<file path="src/rtl/axi_lite_pkg.sv">
// Shared definitions for the AXI4-Lite master bridge.
// Contents:
//   DEFAULT_TIMEOUT - default watchdog limit, in cycles per waiting state
//   state_t         - 3-bit FSM state encoding used by the bridge
package axi_lite_pkg;

  localparam int DEFAULT_TIMEOUT = 255;

  typedef enum logic [2:0] {
    ST_IDLE  = 3'd0,
    ST_WRITE = 3'd1,
    ST_WRESP = 3'd2,
    ST_RADDR = 3'd3,
    ST_RDATA = 3'd4,
    ST_DONE  = 3'd5
  } state_t;

endpackage

</file>
<file path="src/rtl/axi_watchdog.sv">
// Saturating per-state cycle counter used to abort stalled transactions.
// Ports:
//   clock   - system clock
//   reset   - synchronous, active-low
//   clear   - restart the count from zero (asserted on every state change)
//   enable  - count this cycle (asserted while waiting on the slave)
//   expired - this is the TIMEOUT-th consecutive enabled cycle; the owner
//             leaves the waiting state on this edge unless a handshake wins
module axi_watchdog
  import axi_lite_pkg::*;
#(
  parameter int TIMEOUT = DEFAULT_TIMEOUT,
  parameter int TO_W    = 16
) (
  input  logic clock,
  input  logic reset,
  input  logic clear,
  input  logic enable,
  output logic expired
);

  localparam logic [TO_W-1:0] LIMIT = TO_W'(TIMEOUT);
  localparam logic [TO_W-1:0] LAST  = TO_W'(TIMEOUT - 1);

  logic [TO_W-1:0] count;

  // NOTE: sequential state is assigned with <= so every register samples
  // the pre-edge values of its inputs, whatever the statement order.
  always_ff @(posedge clock) begin
    if (!reset) begin
      count <= '0;
    end else if (clear) begin
      count <= '0;
    end else if (enable && (count != LIMIT)) begin
      count <= count + 1'b1;
    end
  end

  // The count holds the number of cycles already spent in the state, so it
  // equals TIMEOUT-1 during the TIMEOUT-th cycle.
  assign expired = enable && (count >= LAST);

endmodule

</file>
<file path="src/rtl/axi_lite_master_bridge.sv">
// Single-outstanding CPU-to-AXI4-Lite master bridge.
// Ports:
//   clock, reset                 - system clock; synchronous active-low reset
//   req_valid/req_ready          - CPU request handshake (ready only in IDLE)
//   req_we, req_addr, req_wdata  - request direction, address, write data
//   resp_valid                   - one-cycle completion pulse
//   resp_err                     - with resp_valid: 1 = watchdog abort
//   resp_rdata                   - with resp_valid on reads: read data
//   AW*/W*/B*/AR*/R*             - AXI4-Lite master channels to the slave
module axi_lite_master_bridge
  import axi_lite_pkg::*;
#(
  parameter int ADDR_W  = 32,
  parameter int DATA_W  = 32,
  parameter int TIMEOUT = DEFAULT_TIMEOUT,
  parameter int TO_W    = 16
) (
  input  logic              clock,
  input  logic              reset,
  input  logic              req_valid,
  output logic              req_ready,
  input  logic              req_we,
  input  logic [ADDR_W-1:0] req_addr,
  input  logic [DATA_W-1:0] req_wdata,
  output logic              resp_valid,
  output logic              resp_err,
  output logic [DATA_W-1:0] resp_rdata,
  output logic [ADDR_W-1:0] AWaddr,
  output logic              AWvalid,
  input  logic              AWready,
  output logic [DATA_W-1:0] Wdata,
  output logic              Wvalid,
  input  logic              Wready,
  input  logic              Bvalid,
  output logic              Bready,
  output logic [ADDR_W-1:0] ARaddr,
  output logic              ARvalid,
  input  logic              ARready,
  input  logic [DATA_W-1:0] Rdata,
  input  logic              Rvalid,
  output logic              Rready
);

  state_t state, state_next;

  logic              aw_valid_next, w_valid_next, b_ready_next;
  logic              ar_valid_next, r_ready_next;
  logic              resp_err_next;
  logic [DATA_W-1:0] resp_rdata_next, w_data_next;
  logic [ADDR_W-1:0] aw_addr_next, ar_addr_next;
  logic              aw_ok, w_ok;
  logic              wd_clear, wd_enable, wd_expired;

  // Held low during reset so no request can be taken while the bridge is
  // being cleared.
  assign req_ready  = (state == ST_IDLE) && reset;
  assign resp_valid = (state == ST_DONE);

  assign wd_enable = (state == ST_WRITE) || (state == ST_WRESP) ||
                     (state == ST_RADDR) || (state == ST_RDATA);
  assign wd_clear  = (state_next != state);

  axi_watchdog #(
    .TIMEOUT (TIMEOUT),
    .TO_W    (TO_W)
  ) u_watchdog (
    .clock   (clock),
    .reset   (reset),
    .clear   (wd_clear),
    .enable  (wd_enable),
    .expired (wd_expired)
  );

  // A write channel counts as done once its valid has already dropped or
  // its handshake happens this cycle; the two channels finish independently.
  assign aw_ok = !AWvalid || AWready;
  assign w_ok  = !Wvalid  || Wready;

  // NOTE: every signal written here gets a default before the case so no
  // path leaves it unassigned, which would otherwise infer a latch.
  always_comb begin
    state_next      = state;
    aw_valid_next   = AWvalid;
    w_valid_next    = Wvalid;
    b_ready_next    = Bready;
    ar_valid_next   = ARvalid;
    r_ready_next    = Rready;
    resp_err_next   = resp_err;
    resp_rdata_next = resp_rdata;
    aw_addr_next    = AWaddr;
    w_data_next     = Wdata;
    ar_addr_next    = ARaddr;

    case (state)
      ST_IDLE: begin
        if (req_valid) begin
          if (req_we) begin
            aw_addr_next  = req_addr;
            w_data_next   = req_wdata;
            aw_valid_next = 1'b1;
            w_valid_next  = 1'b1;
            state_next    = ST_WRITE;
          end else begin
            ar_addr_next  = req_addr;
            ar_valid_next = 1'b1;
            state_next    = ST_RADDR;
          end
        end
      end

      ST_WRITE: begin
        if (aw_ok && w_ok) begin
          aw_valid_next = 1'b0;
          w_valid_next  = 1'b0;
          b_ready_next  = 1'b1;
          state_next    = ST_WRESP;
        end else if (wd_expired) begin
          aw_valid_next   = 1'b0;
          w_valid_next    = 1'b0;
          resp_err_next   = 1'b1;
          resp_rdata_next = '0;
          state_next      = ST_DONE;
        end else begin
          aw_valid_next = AWvalid && !AWready;
          w_valid_next  = Wvalid && !Wready;
        end
      end

      ST_WRESP: begin
        if (Bvalid) begin
          b_ready_next  = 1'b0;
          resp_err_next = 1'b0;
          state_next    = ST_DONE;
        end else if (wd_expired) begin
          b_ready_next    = 1'b0;
          resp_err_next   = 1'b1;
          resp_rdata_next = '0;
          state_next      = ST_DONE;
        end
      end

      ST_RADDR: begin
        if (ARready) begin
          ar_valid_next = 1'b0;
          r_ready_next  = 1'b1;
          state_next    = ST_RDATA;
        end else if (wd_expired) begin
          ar_valid_next   = 1'b0;
          resp_err_next   = 1'b1;
          resp_rdata_next = '0;
          state_next      = ST_DONE;
        end
      end

      ST_RDATA: begin
        if (Rvalid) begin
          resp_rdata_next = Rdata;
          r_ready_next    = 1'b0;
          resp_err_next   = 1'b0;
          state_next      = ST_DONE;
        end else if (wd_expired) begin
          r_ready_next    = 1'b0;
          resp_err_next   = 1'b1;
          resp_rdata_next = '0;
          state_next      = ST_DONE;
        end
      end

      ST_DONE: state_next = ST_IDLE;

      default: state_next = ST_IDLE;
    endcase
  end

  always_ff @(posedge clock) begin
    if (!reset) begin
      state      <= ST_IDLE;
      AWvalid    <= 1'b0;
      Wvalid     <= 1'b0;
      Bready     <= 1'b0;
      ARvalid    <= 1'b0;
      Rready     <= 1'b0;
      resp_err   <= 1'b0;
      resp_rdata <= '0;
      AWaddr     <= '0;
      Wdata      <= '0;
      ARaddr     <= '0;
    end else begin
      state      <= state_next;
      AWvalid    <= aw_valid_next;
      Wvalid     <= w_valid_next;
      Bready     <= b_ready_next;
      ARvalid    <= ar_valid_next;
      Rready     <= r_ready_next;
      resp_err   <= resp_err_next;
      resp_rdata <= resp_rdata_next;
      AWaddr     <= aw_addr_next;
      Wdata      <= w_data_next;
      ARaddr     <= ar_addr_next;
    end
  end

endmodule
</file>
<file path="config.mk">
export PLATFORM = sky130hd
export DESIGN_NAME = axi_lite_master_bridge
export DESIGN_NICKNAME = d
export VERILOG_FILES = /design/src/rtl/axi_lite_pkg.sv /design/src/rtl/axi_watchdog.sv /design/src/rtl/axi_lite_master_bridge.sv
export SDC_FILE = /design/constraint.sdc
export NUM_CORES = 1
export LEC_CHECK = 0
export ABC_AREA = 1
export CAP_MARGIN = 20
export CELL_PAD_IN_SITES_DETAIL_PLACEMENT = 1
export CELL_PAD_IN_SITES_GLOBAL_PLACEMENT = 1
export CORE_ASPECT_RATIO = 1.75
export CORE_MARGIN = 5
export CORE_UTILIZATION = 33
export CTS_BUF_LIST = sky130_fd_sc_hd__clkbuf_4 sky130_fd_sc_hd__clkbuf_8 sky130_fd_sc_hd__clkbuf_16
export DETAILED_ROUTE_END_ITERATION = 8
export PLACE_DENSITY = 0.87
export SLEW_MARGIN = 20
export SYNTH_ARGS = -nofsm -noshare
export SYNTH_HDL_FRONTEND = slang
export SYNTH_SLANG_ARGS = --single-unit
</file>
<file path="constraint.sdc">
create_clock -name clock -period 5.1 [get_ports clock]
set_input_delay 0.765 -clock clock [delete_from_list [all_inputs] [get_ports clock]]
set_output_delay 0.765 -clock clock [all_outputs]
set_load 0.03 [all_outputs]
</file>
==> out/metrics.csv <==
metric,value,unit
status,"complete, no violations",
clock-sinks,153,
antenna_found_initial,1,
crit_fanout,37,
finalClockSkew,0.0147,ns
slew_headroom,0.325,
grt_start_max_net_pins,68,
place_congestion,0.839,
drtIter0Drc,229,
cts.path.max_buffers,2,
setup_viol,0,
place_ws,1.54,ns
antenna_left,0,
syn2layout_area_growth,52.0,%
dieArea,21100,um^2
grt_pass1_wl,35000,um
peakVddDrop,191,uV
dieHeight,189,um
syn_area_per_cell,7.58,um^2
grt_pass1_vias,6574,
hpwl,15800,um
wl,22400,um
reg2reg_from,state[2]$_SDFF_PN0_,
r2r-end,Wvalid$_SDFFE_PN0P_,
cap_violations,0,
synthCells,794,
crit_family,buffers and inverters,
track_usage,0.208,
worstHoldPathCells,2,
port_buffers,240,
tightest_slew,1.01,ns
crit_required,4.34,ns
rsz0062_at_grt,no,
setup_tns,0,ns
drc,0,
ys_seq_area_frac,0.509,
clk_transition_reported_paths,0.06,ns
cts_hold_buf,0,
start_kind,primary input,
syn_nets,901,
power,3.34,mW
dieWidth,112,um
layout_setup_ws,1.53,ns
p_per_area,365,nW/um^2
ys_seq_elements,153,
cts-root-buf,clkbuf_16,
synthDistinctLibCells,32,
finalCritPeriodShare,0.700,
path_depth,6,
hp-class,flip-flop to flip-flop,
cts_setup_buffers,0,
finalHoldViolations,0,
fillerInstances,2171,
critPathSlowestCell,clkdlybuf4s50_1,
ys_warn_count,0,
min_to,resp_rdata[22]$_SDFFE_PN0P_,
routedWlPerCell,17.8,um
path_buf_inv,5,
num_vias,6239,
crit_arrival,2.81,ns
clk_latency,0.43,ns
critPathKind,primary input to output pin,
firstDrtPassIters,4,
syn_area,6020,um^2
max_stage_delay,0.69,ns
r2r_slack,2.70,ns
fmax,280,MHz
nNetsFinal,1120,
slew_violations,0,
cts_max_level,4,
start_util,0.335,
hp-start,resp_rdata[22]$_SDFFE_PN0P_,
cts_tree,built,
drive_gt1_frac,0.0712,
crit_chain,clkdlybuf4s50_1 > buf_4 > clkinv_2 > buf_4 > nor2_1 > clkdlybuf4s50_1,
ctsResizeCount,0,
core_area,18000,um^2
io_pins,241,
rr_worst_depth,8,
p_leak,3.36,nW
gr-total-overflow,0,
cts_inserted_buffers,17,
finalCriticalPeriod,3.57,ns
avgViaCountPerCell,4.95,
num_rows,65,
whs,0.461,ns
worstSetupEndpointType,output pin,
==> through the flow <==
| step | util | cell area [um^2] | instances |
|---|---|---|---|
| 3_5_place_dp | 0.477 | 8580 | 1228 |
| 4_1_cts | 0.509 | 9140 | 1260 |
| 3_3_place_gp | 0.476 | 8550 | 1227 |
| 5_1_grt | 0.509 | 9150 | 1261 |
| 6_report | 0.509 | 9150 | 1261 |
| 2_1_floorplan | - | 6020 | 794 |
==> per-layer routing <==
layer / vias up / share of wire / GRT usage
met5: - / 0 / 0
met4: 0 / 0.049 / 0.126
met3: 60 / 0.051 / 0.0488
met2: 179 / 0.54 / 0.382
met1: 2982 / 0.36 / 0.210
li1: 3018 / - / -
==> power by group <==
| part | total (mW) | internal, mW | switching, mW |
|---|---|---|---|
| clock | 1.21 | 0.706 | 0.508 |
| sequential | 1.34 | 1.28 | 0.0570 |
| combinational | 0.784 | 0.301 | 0.482 |
| total | 3.34 | 2.29 | 1.05 |
==> cell usage after synthesis <==
master      n  share of area
nor2_1     97          0.061
xor2_1      8          0.012
nand3b_1    1         0.0012
nand2_1   183           0.11
nand3_4     1         0.0029
a21oi_2     1         0.0015
inv_4       1         0.0010
xnor2_1     2         0.0029
buf_6       1         0.0019
o211ai_1    1         0.0012
nand4_2     2         0.0042
nand2_4     1         0.0019
nor3_2      1         0.0017
nor2_2     13          0.014
nand4_1     3         0.0031
a21oi_1   105          0.087
nand2_2     4         0.0042
clkbuf_1   28          0.017
buf_2      13          0.011
nor4_1      1         0.0010
nor3_1      6         0.0050
a31oi_1     2         0.0021
ha_1        2         0.0042
a21boi_0    1         0.0012
o21ai_0    41          0.034
buf_4       7         0.0087
inv_1      34          0.021
dfxtp_1   153           0.51
nand3_2     1         0.0017
nand3_1    77          0.064
nor2_4      2         0.0037
inv_2       1        0.00062
==> registers in the layout, summed over array words and instances (netlist names) <==
name              flops
ARaddr               32
AWaddr               32
Wdata                32
resp_rdata           32
u_watchdog.count     16
state                 3
ARvalid               1
AWvalid               1
Bready                1
Rready                1
Wvalid                1
resp_err              1
==> worst reg2reg max path, stage by stage, from the launching register on <==
cell	delay, ns
dfxtp_1	0.52
inv_4	0.11
nand2_1	0.23
nor2_4	0.05
nand2_2	0.46
buf_4	0.48
nand2_1	0.18
o21ai_0	0.18
a21oi_1	0.06
==> layout make-up <==
cell class	instances	area, um^2	share of cell area
clock inverter	10	97.6	0.0107
antenna	1	2.50	0.000274
timing repair buffer	249	2480	0.272
sequential	153	3060	0.335
clock buffer	22	469	0.0513
inverter	36	139	0.0152
tap	234	293	0.0320
multi-input combinational	556	2600	0.284
==> cell families (layout without fill, tap and decap cells) <==
| family | count (synthesis) | after routing | synth area share |
|---|---|---|---|
| adders and majority gates | 2 | 2 | 0.00416 |
| buffers and inverters | 85 | 317 | 0.0618 |
| DFF | 153 | 153 | 0.509 |
| AOI/OAI and AO/OA | 151 | 151 | 0.127 |
| and+or+nand+nor | 393 | 393 | 0.283 |
| xor gates and xnor gates | 10 | 10 | 0.0146 |
| other | 0 | 1 | 0 |
==> worst max path at each step <==
stage | endpoint | from | slack, ns
floorplan | req_ready | reset | 2.90
CTS | req_ready | reset | 1.51
finish | req_ready | reset | 1.53
detailed placement | req_ready | reset | 1.54
global route | req_ready | reset | 1.42
global placement | req_ready | reset | 1.56
==> cells in the final DEF, fill, tap and decap left out, types with 8 or more instances in the layout <==
| cell | Yosys | final |
|---|---|---|
| a21oi_1 | 105 | 105 |
| buf_4 | 7 | 8 |
| clkbuf_16 | 0 | 17 |
| clkdlybuf4s50_1 | 0 | 239 |
| dfxtp_1 | 153 | 153 |
| inv_1 | 34 | 33 |
| nand2_1 | 183 | 182 |
| nand3_1 | 77 | 77 |
| nor2_1 | 97 | 96 |
| nor2_2 | 13 | 13 |
| o21ai_0 | 41 | 41 |
| xor2_1 | 8 | 8 |
Power figures use the tool's default switching activity.
